## config.mk

```make
export PLATFORM = sky130hd
export DESIGN_NAME = shreg_ctrl
export DESIGN_NICKNAME = d
export VERILOG_FILES = /design/src/rtl/shreg_ctrl_pkg.sv /design/src/rtl/shreg_ctrl_counter.sv /design/src/rtl/shreg_ctrl.sv
export SDC_FILE = /design/constraint.sdc
export NUM_CORES = 1
export LEC_CHECK = 0
export CORE_UTILIZATION = 40
export CTS_BUF_LIST = sky130_fd_sc_hd__clkbuf_8
export DETAILED_ROUTE_END_ITERATION = 8
export PLACE_DENSITY = 0.88
export SYNTH_ARGS = -nofsm -noshare
export SYNTH_HDL_FRONTEND = slang
export SYNTH_SLANG_ARGS = --single-unit
```

## constraint.sdc

```tcl
create_clock -name clk -period 1.4 [get_ports clk]
set_input_delay 0.28 -clock clk [delete_from_list [all_inputs] [get_ports clk]]
set_output_delay 0.28 -clock clk [all_outputs]
set_load 0.005 [all_outputs]
```

## src/rtl/shreg_ctrl_pkg.sv

```systemverilog
// Shared types for the shift-register controller: operation codes and FSM states.
// Also used by the shift register bench so both sides agree on the op encoding.
package shreg_ctrl_pkg;

   typedef enum logic [2:0] {
      OP_CLEAR = 3'b000,
      OP_SHL   = 3'b001,
      OP_SHR   = 3'b010,
      OP_LOAD  = 3'b011,
      OP_ROL   = 3'b100,
      OP_ROR   = 3'b101,
      OP_ASL   = 3'b110,
      OP_ASR   = 3'b111
   } sr_op_e;

   typedef enum logic [1:0] {
      ST_IDLE = 2'b00,
      ST_RUN  = 2'b01,
      ST_DONE = 2'b10
   } ctrl_state_e;

   // CLEAR and LOAD complete in one register cycle; the command's count field is ignored.
   function automatic logic is_single_cycle(sr_op_e op);
      return (op == OP_CLEAR) || (op == OP_LOAD);
   endfunction

   function automatic logic is_arith(sr_op_e op);
      return (op == OP_ASL) || (op == OP_ASR);
   endfunction

endpackage

```

## src/rtl/shreg_ctrl_counter.sv

```systemverilog
// Repeat counter for the shift-register controller: loaded with the run length,
// decremented once per RUN cycle, flags the final cycle.
module shreg_ctrl_counter #(
   parameter int CW = 4
) (
   input  logic          clk,
   input  logic          rst_n,
   input  logic          load,
   input  logic [CW-1:0] load_val,
   input  logic          dec,
   output logic          last
);

   logic [CW-1:0] count;

   always_ff @(posedge clk or negedge rst_n) begin
      if (!rst_n) begin
         count <= '0;
      end else if (load) begin
         count <= load_val;
      end else if (dec && (count != '0)) begin
         count <= count - CW'(1);
      end
   end

   assign last = (count == CW'(1));

endmodule

```

## src/rtl/shreg_ctrl.sv

```systemverilog
// Command sequencer for an external universal shift register (IDLE -> RUN -> DONE).
// Define SHREG_CTRL_ARITH_EN to execute ASL/ASR; otherwise they are rejected with cmd_err.
module shreg_ctrl
   import shreg_ctrl_pkg::*;
#(
   parameter int WIDTH = 8,
   parameter int CW    = $clog2(WIDTH + 1)
) (
   input  logic             clk,
   input  logic             rst_n,
   input  logic             cmd_valid,
   output logic             cmd_ready,
   input  logic [2:0]       cmd_code,
   input  logic [CW-1:0]    cmd_count,
   input  logic [WIDTH-1:0] cmd_data,
   input  logic             ser_in,
   output logic             ser_out,
   output logic             ser_out_valid,
   output logic [2:0]       sr_op,
   output logic             sr_shift_in,
   output logic [WIDTH-1:0] sr_din,
   input  logic [WIDTH-1:0] sr_dout,
   output logic             done,
   output logic             cmd_err
);

`ifdef SHREG_CTRL_ARITH_EN
   localparam bit ARITH_EN = 1'b1;
`else
   localparam bit ARITH_EN = 1'b0;
`endif

   localparam logic [CW-1:0] WIDTH_CW = CW'(WIDTH);

   ctrl_state_e      state;
   ctrl_state_e      next_state;
   sr_op_e           code_q;
   logic [WIDTH-1:0] data_q;
   logic             err_q;

   sr_op_e           cmd_op;
   logic             accept;
   logic             reject;
   logic [CW-1:0]    count_clamped;
   logic [CW-1:0]    run_len;
   logic             run_last;

   assign cmd_op        = sr_op_e'(cmd_code);
   assign accept        = cmd_valid && (state == ST_IDLE);
   assign reject        = !ARITH_EN && is_arith(cmd_op);
   assign count_clamped = (cmd_count > WIDTH_CW) ? WIDTH_CW : cmd_count;
   assign run_len       = is_single_cycle(cmd_op) ? CW'(1) : count_clamped;

   shreg_ctrl_counter #(
      .CW(CW)
   ) u_counter (
      .clk      (clk),
      .rst_n    (rst_n),
      .load     (accept),
      .load_val (run_len),
      .dec      (state == ST_RUN),
      .last     (run_last)
   );

   always_ff @(posedge clk or negedge rst_n) begin
      if (!rst_n) begin
         state <= ST_IDLE;
      end else begin
         state <= next_state;
      end
   end

   // A zero-length shift/rotate goes straight to DONE; a rejected code never leaves IDLE.
   always_comb begin
      next_state = state;
      case (state)
         ST_IDLE: begin
            if (accept && !reject) begin
               next_state = (run_len == '0) ? ST_DONE : ST_RUN;
            end
         end
         ST_RUN: begin
            if (run_last) begin
               next_state = ST_DONE;
            end
         end
         ST_DONE: next_state = ST_IDLE;
         default: next_state = ST_IDLE;
      endcase
   end

   always_ff @(posedge clk or negedge rst_n) begin
      if (!rst_n) begin
         code_q <= OP_CLEAR;
         data_q <= '0;
         err_q  <= 1'b0;
      end else begin
         err_q <= accept && reject;
         if (accept) begin
            code_q <= cmd_op;
            data_q <= cmd_data;
         end
      end
   end

   // The register has no hold code, so outside RUN it reloads its own contents.
   always_comb begin
      cmd_ready     = 1'b0;
      done          = 1'b0;
      sr_op         = OP_LOAD;
      sr_din        = sr_dout;
      sr_shift_in   = 1'b0;
      ser_out       = 1'b0;
      ser_out_valid = 1'b0;
      case (state)
         ST_IDLE: cmd_ready = 1'b1;
         ST_RUN: begin
            sr_op       = code_q;
            sr_shift_in = ser_in;
            if (code_q == OP_LOAD) begin
               sr_din = data_q;
            end
            case (code_q)
               OP_SHL, OP_ROL: begin
                  ser_out_valid = 1'b1;
                  ser_out       = sr_dout[WIDTH-1];
               end
               OP_ASL: begin
                  ser_out_valid = 1'b1;
                  ser_out       = sr_dout[WIDTH-2];
               end
               OP_SHR, OP_ROR, OP_ASR: begin
                  ser_out_valid = 1'b1;
                  ser_out       = sr_dout[0];
               end
               default: ;
            endcase
         end
         ST_DONE: done = 1'b1;
         default: ;
      endcase
   end

   assign cmd_err = err_q;

endmodule

```

# ---- Word level (Yosys, flattened, before mapping)
# Cells that the tools add are included.
dict set report classes {
  addsub 1
  order_cmp 1
  eq_ne 15
  n_mux 18
  reduce_logical 16
}
# cell n
set op_table {}
lappend op_table {{equality test 3 bit, second input constant} 6}
lappend op_table {{two-way mux 4 bit} 4}
lappend op_table {{two-way mux 8 bit} 2}
lappend op_table {{equality test 3 x 2 -> 1 bit, second input constant} 3}
lappend op_table {{two-way mux 1 bit} 6}
lappend op_table {{two-way mux 2 bit} 3}
lappend op_table {{OR reduction 6 bit} 1}
lappend op_table {{equality test 4 x 1 -> 1 bit, second input constant} 1}
lappend op_table {{> comparator 4 bit, second input constant} 1}
lappend op_table {{logical AND 1 bit} 4}
lappend op_table {{zero test 4 bit} 1}
lappend op_table {{one-hot mux 2 bit (2 select lines)} 1}
lappend op_table {{nonzero test 4 bit} 1}
lappend op_table {{subtractor 4 x 1 -> 4 bit, second input constant} 1}
lappend op_table {{equality test 3 x 1 -> 1 bit, second input constant} 1}
lappend op_table {{zero test 3 bit} 1}
lappend op_table {{two-way mux 3 bit} 1}
lappend op_table {{one-hot mux 1 bit (3 select lines)} 1}
lappend op_table {{OR reduction 3 bit} 1}
lappend op_table {{equality test 2 x 1 -> 1 bit, second input constant} 1}
lappend op_table {{equality test 2 bit, second input constant} 1}
lappend op_table {{zero test 2 bit} 1}
lappend op_table {{logical OR 1 bit} 2}
lappend op_table {{!= test 2 x 1 -> 1 bit, second input constant} 1}
lappend op_table {{5 further kinds} 5}
dict set report word_totals {
  reg_bits 18
  input_bits 27
  out_inout_bits 17
  elab_cells 56
}

# ---- Longest topological paths before layout
dict set report logic_depth {
  word_depth 7
  mapped_depth 6
}

# ---- Modules after synthesis
# A second synthesis with hierarchy kept.
dict set report unflattened {
  hier_cells 98
  hier_area_um2 1097.3
}
# mod n_inst cells_per_inst area_each_um2 seq_area_each_um2
set modules_own_cells {}
lappend modules_own_cells {shreg_ctrl 1 69 814.5 350.3}
lappend modules_own_cells {shreg_ctrl_counter 1 29 282.8 100.1}

# ---- Worst setup path after synthesis
# OpenSTA, ideal clock, no wires.
dict set report synth_path {
  path_type {reg-to-output}
  startpoint {reg state[0]}
  endpoint {out sr_din[0]}
  arrival_ps 1235
  path_slack_ps -115
  stages_incl_launch_ff 5
  n_path_buf 1
  cell_sequence {dfrtp_1 -> and2b_1 -> buf_4 -> nand4b_4 -> mux2_2}
}
dict set report synth_between {
  elab_chain_cells 2
}
# element line
set synth_lines {}
lappend synth_lines {{start, declared} shreg_ctrl.sv:35} ;# ctrl_state_e state;
lappend synth_lines {{start signal, assigned} shreg_ctrl.sv:69} ;# state <= next_state;
lappend synth_lines {{equality test 2 x 1 -> 1 bit} shreg_ctrl.sv:115} ;# case (state)
lappend synth_lines {{two-way mux 8 bit} shreg_ctrl.sv:115}
lappend synth_lines {{end, declared} shreg_ctrl.sv:21} ;# output logic [WIDTH-1:0] sr_din,
# Every way passes these cells.

# ---- Worst setup path after layout
dict set report layout_path {
  startpoint {reg state[1]}
  endpoint {out sr_din[2]}
}
# Same word-level chain as after synthesis.

==> results.txt <==
overall routing resource usage: 26.8%
Adder-Cell Fraction of Synth Area: 2.30%
CTS root buffer: clkbuf_8
FILL cells: 145
Avg Cell Area, Syn: 8.49 um2
setup slack, reg-to-reg: -0.37 ns
Pre-antenna DRT Iters: 4
Clock Tree Buf Depth: 2
CTS Sinks: 18
Hold Fails Final Rpt: 0
layout cell share with drive strength beyond 1: 38.5%
simple-gate share of the synthesized area: 31.3%
number of buffers created by CTS: 3
FMAX: 0.494 GHz
DR WL/cell: 15.9 um
DP Worst Slack: -0.502 ns
Worst Skew: 0.00659 ns
critical register-to-register path endpoint: u_counter.count[1]
Post-synth ARST share: 100%
GRT overflow: 0
first-pass GRT wire length: 5390 um
IO Pins: 44
worst skew pair latency: 0.26 ns
DRC: 0
failing checks: negative setup slack
DRT antenna net count: 0
Min Clock Period, post-route: 2.02 ns
Max-Cap Viols: 0
Reg clk slew, reported paths: 0.07 ns
post-synthesis cell area: 1090 um2
Final Cycle Share: 145%
xor/xnor share of the synthesized area: 4.03%
port buffer count: 43
via count: 1258
Core ar.: 2520 um2
commonest cells after routing, fill and taps aside: nand2_1 (41), buf_6 (29), clkdlybuf4s50_1 (26)
pwr dens: 1980 nW/um2
FP Rows: 18
die area: 2930 um2
worst vdd ir: 1.50 mV
Leak Pwr: 1.02 nW
Post-synth top flop: dfrtp_1
dpl hpwl: 2260 um
mux cell area share after synthesis: 9.21%
via/cell ratio: 5.35
Inserted Diodes: 0
Synth Area in Compound Gates: 7.59%
CP Class: reg2out
worst hold path type: in2async
most common cell after layout, fill and taps aside: nand2_1
Placer Congestion: 0.760
Initial Util: 43.1%
Mapped Cells: 128
CP max FO: 8
r2r startpoint: state[0]
area grow syn2layout: 84.1%
die width: 54.1 um
Netlist cell types: 31
CTS H-Tree Depth: 1
Critical Path RT: 1.12 ns
Nets: 235
Detailed Route WL: 3740 um
TritonCTS clock tree: yes
Die Y-Extent: 54.1 um
largest net degree at the start of global routing: 19
Yosys warnings: 0
Yosys reg bits: 18
TNS Setup: -8.46 ns
combinational family with the most area after synthesis: simple AND/OR/NAND/NOR gates
Final Slew Violations: 0
DRT iter0 DRCs: 21
worst reg2reg path depth: 8
Least-Margin Pin Slew: 0.430 ns
setup violators final: 21
Mapped Nets: 157
status: finished with violations
RSZ-0062 raised after global routing: true
antenna violations before repair: 0
Post-synth EDFFs: 0
CP endpoint kind: primary output
post-synthesis sequential area ratio: 41.4%
Slew Limit Headroom: 71.2%
number of global-route vias before repair: 1250
Crit path arrival time: 1.74 ns
final setup margin: -0.623 ns
CP Launch Type: flop
-- routing by layer --
layer  up-vias  global-route usage, %  share of wire, %
met2        51                   49.8                54
met3        16                   5.37               4.9
li1        573                      -                 -
met5         -                      0                 0
met1       618                   26.8                38
met4         0                   16.7               3.1
-- worst max-delay path, stage by stage, from the launching register on --
cell	delay, ns
dfrtp_1	0.39
and2b_2	0.26
nand4b_4	0.23
buf_6	0.20
mux2_4	0.29
buf_6	0.12
-- stage by stage --
step / hold slack, ns / utilization, % / area (um2) / total power [mW] / std cells
floorplan: -0.0156 / - / 1090 / 1.90 / 128
global placement: 0.456 / 65.8 / 1660 / 2.62 / 212
detailed placement: 0.460 / 65.8 / 1660 / 2.73 / 212
CTS: 0.353 / 77.0 / 1940 / 3.70 / 233
global route: 0.391 / 79.4 / 2000 / 4.19 / 235
finish: 0.350 / 79.4 / 2000 / 3.96 / 235
-- cells in the mapped netlist, types with 3 or more instances --
master | number | area share, %
mux2_2 | 8 | 8.3
nor3_1 | 3 | 1.4
nand2b_1 | 4 | 2.3
xor2_1 | 3 | 2.4
nor2_1 | 8 | 2.8
inv_1 | 4 | 1.4
nand2_1 | 42 | 14
dfrtp_1 | 18 | 41
o21ai_0 | 4 | 1.8
clkbuf_1 | 6 | 2.1
-- kinds of logic after synthesis --
kind of cell | count (synthesis)
compound gates | 13
xor+xnor | 5
fa+ha+maj | 2
simple gates | 70
buf+inv | 11
mux | 9
flops | 18
-- flip-flops by register name, indices dropped and copies added, names as in the netlist --
name / flops
u_counter.count: 4
state: 2
code_q: 3
cmd_err: 1
data_q: 8
-- power breakdown --
part / internal (mW) / switching, mW
clock: 0.251 / 0.181
combinational: 1.44 / 1.11
sequential: 0.763 / 0.214
total: 2.45 / 1.51
-- how the worst max path moves through the flow --
stage	end	cells after the start	slack, ns	start
6_report	sr_din[2]	5	-0.62	state[1]
5_1_grt	sr_din[2]	5	-0.67	state[1]
4_1_cts	sr_din[2]	5	-0.60	state[1]
2_1_floorplan	sr_din[0]	4	-0.11	state[0]
3_3_place_gp	sr_din[5]	4	-0.44	state[1]
3_5_place_dp	sr_din[2]	4	-0.50	state[1]
-- area by class of cell --
type | count | area, um2 | share of cell area (%)
timing repair buffer | 80 | 759 | 37.9
multi-input combinational | 99 | 683 | 34.1
sequential | 18 | 452 | 22.6
clock buffer | 4 | 55.1 | 2.75
tap | 30 | 37.5 | 1.88
inverter | 4 | 15.0 | 0.750
-- what timing repair did --
action | 4_1_cts | 5_1_grt
pin swaps | 5 | 2
cloned | 0 | 1
setup endpoints to repair | 29 | 23
setup buffers | 18 | 3
gates resized for setup | 104 | 15
hold buffers | 0 | 0
hold endpoints to repair | 0 | 0
(Power assumes the default switching activity.)
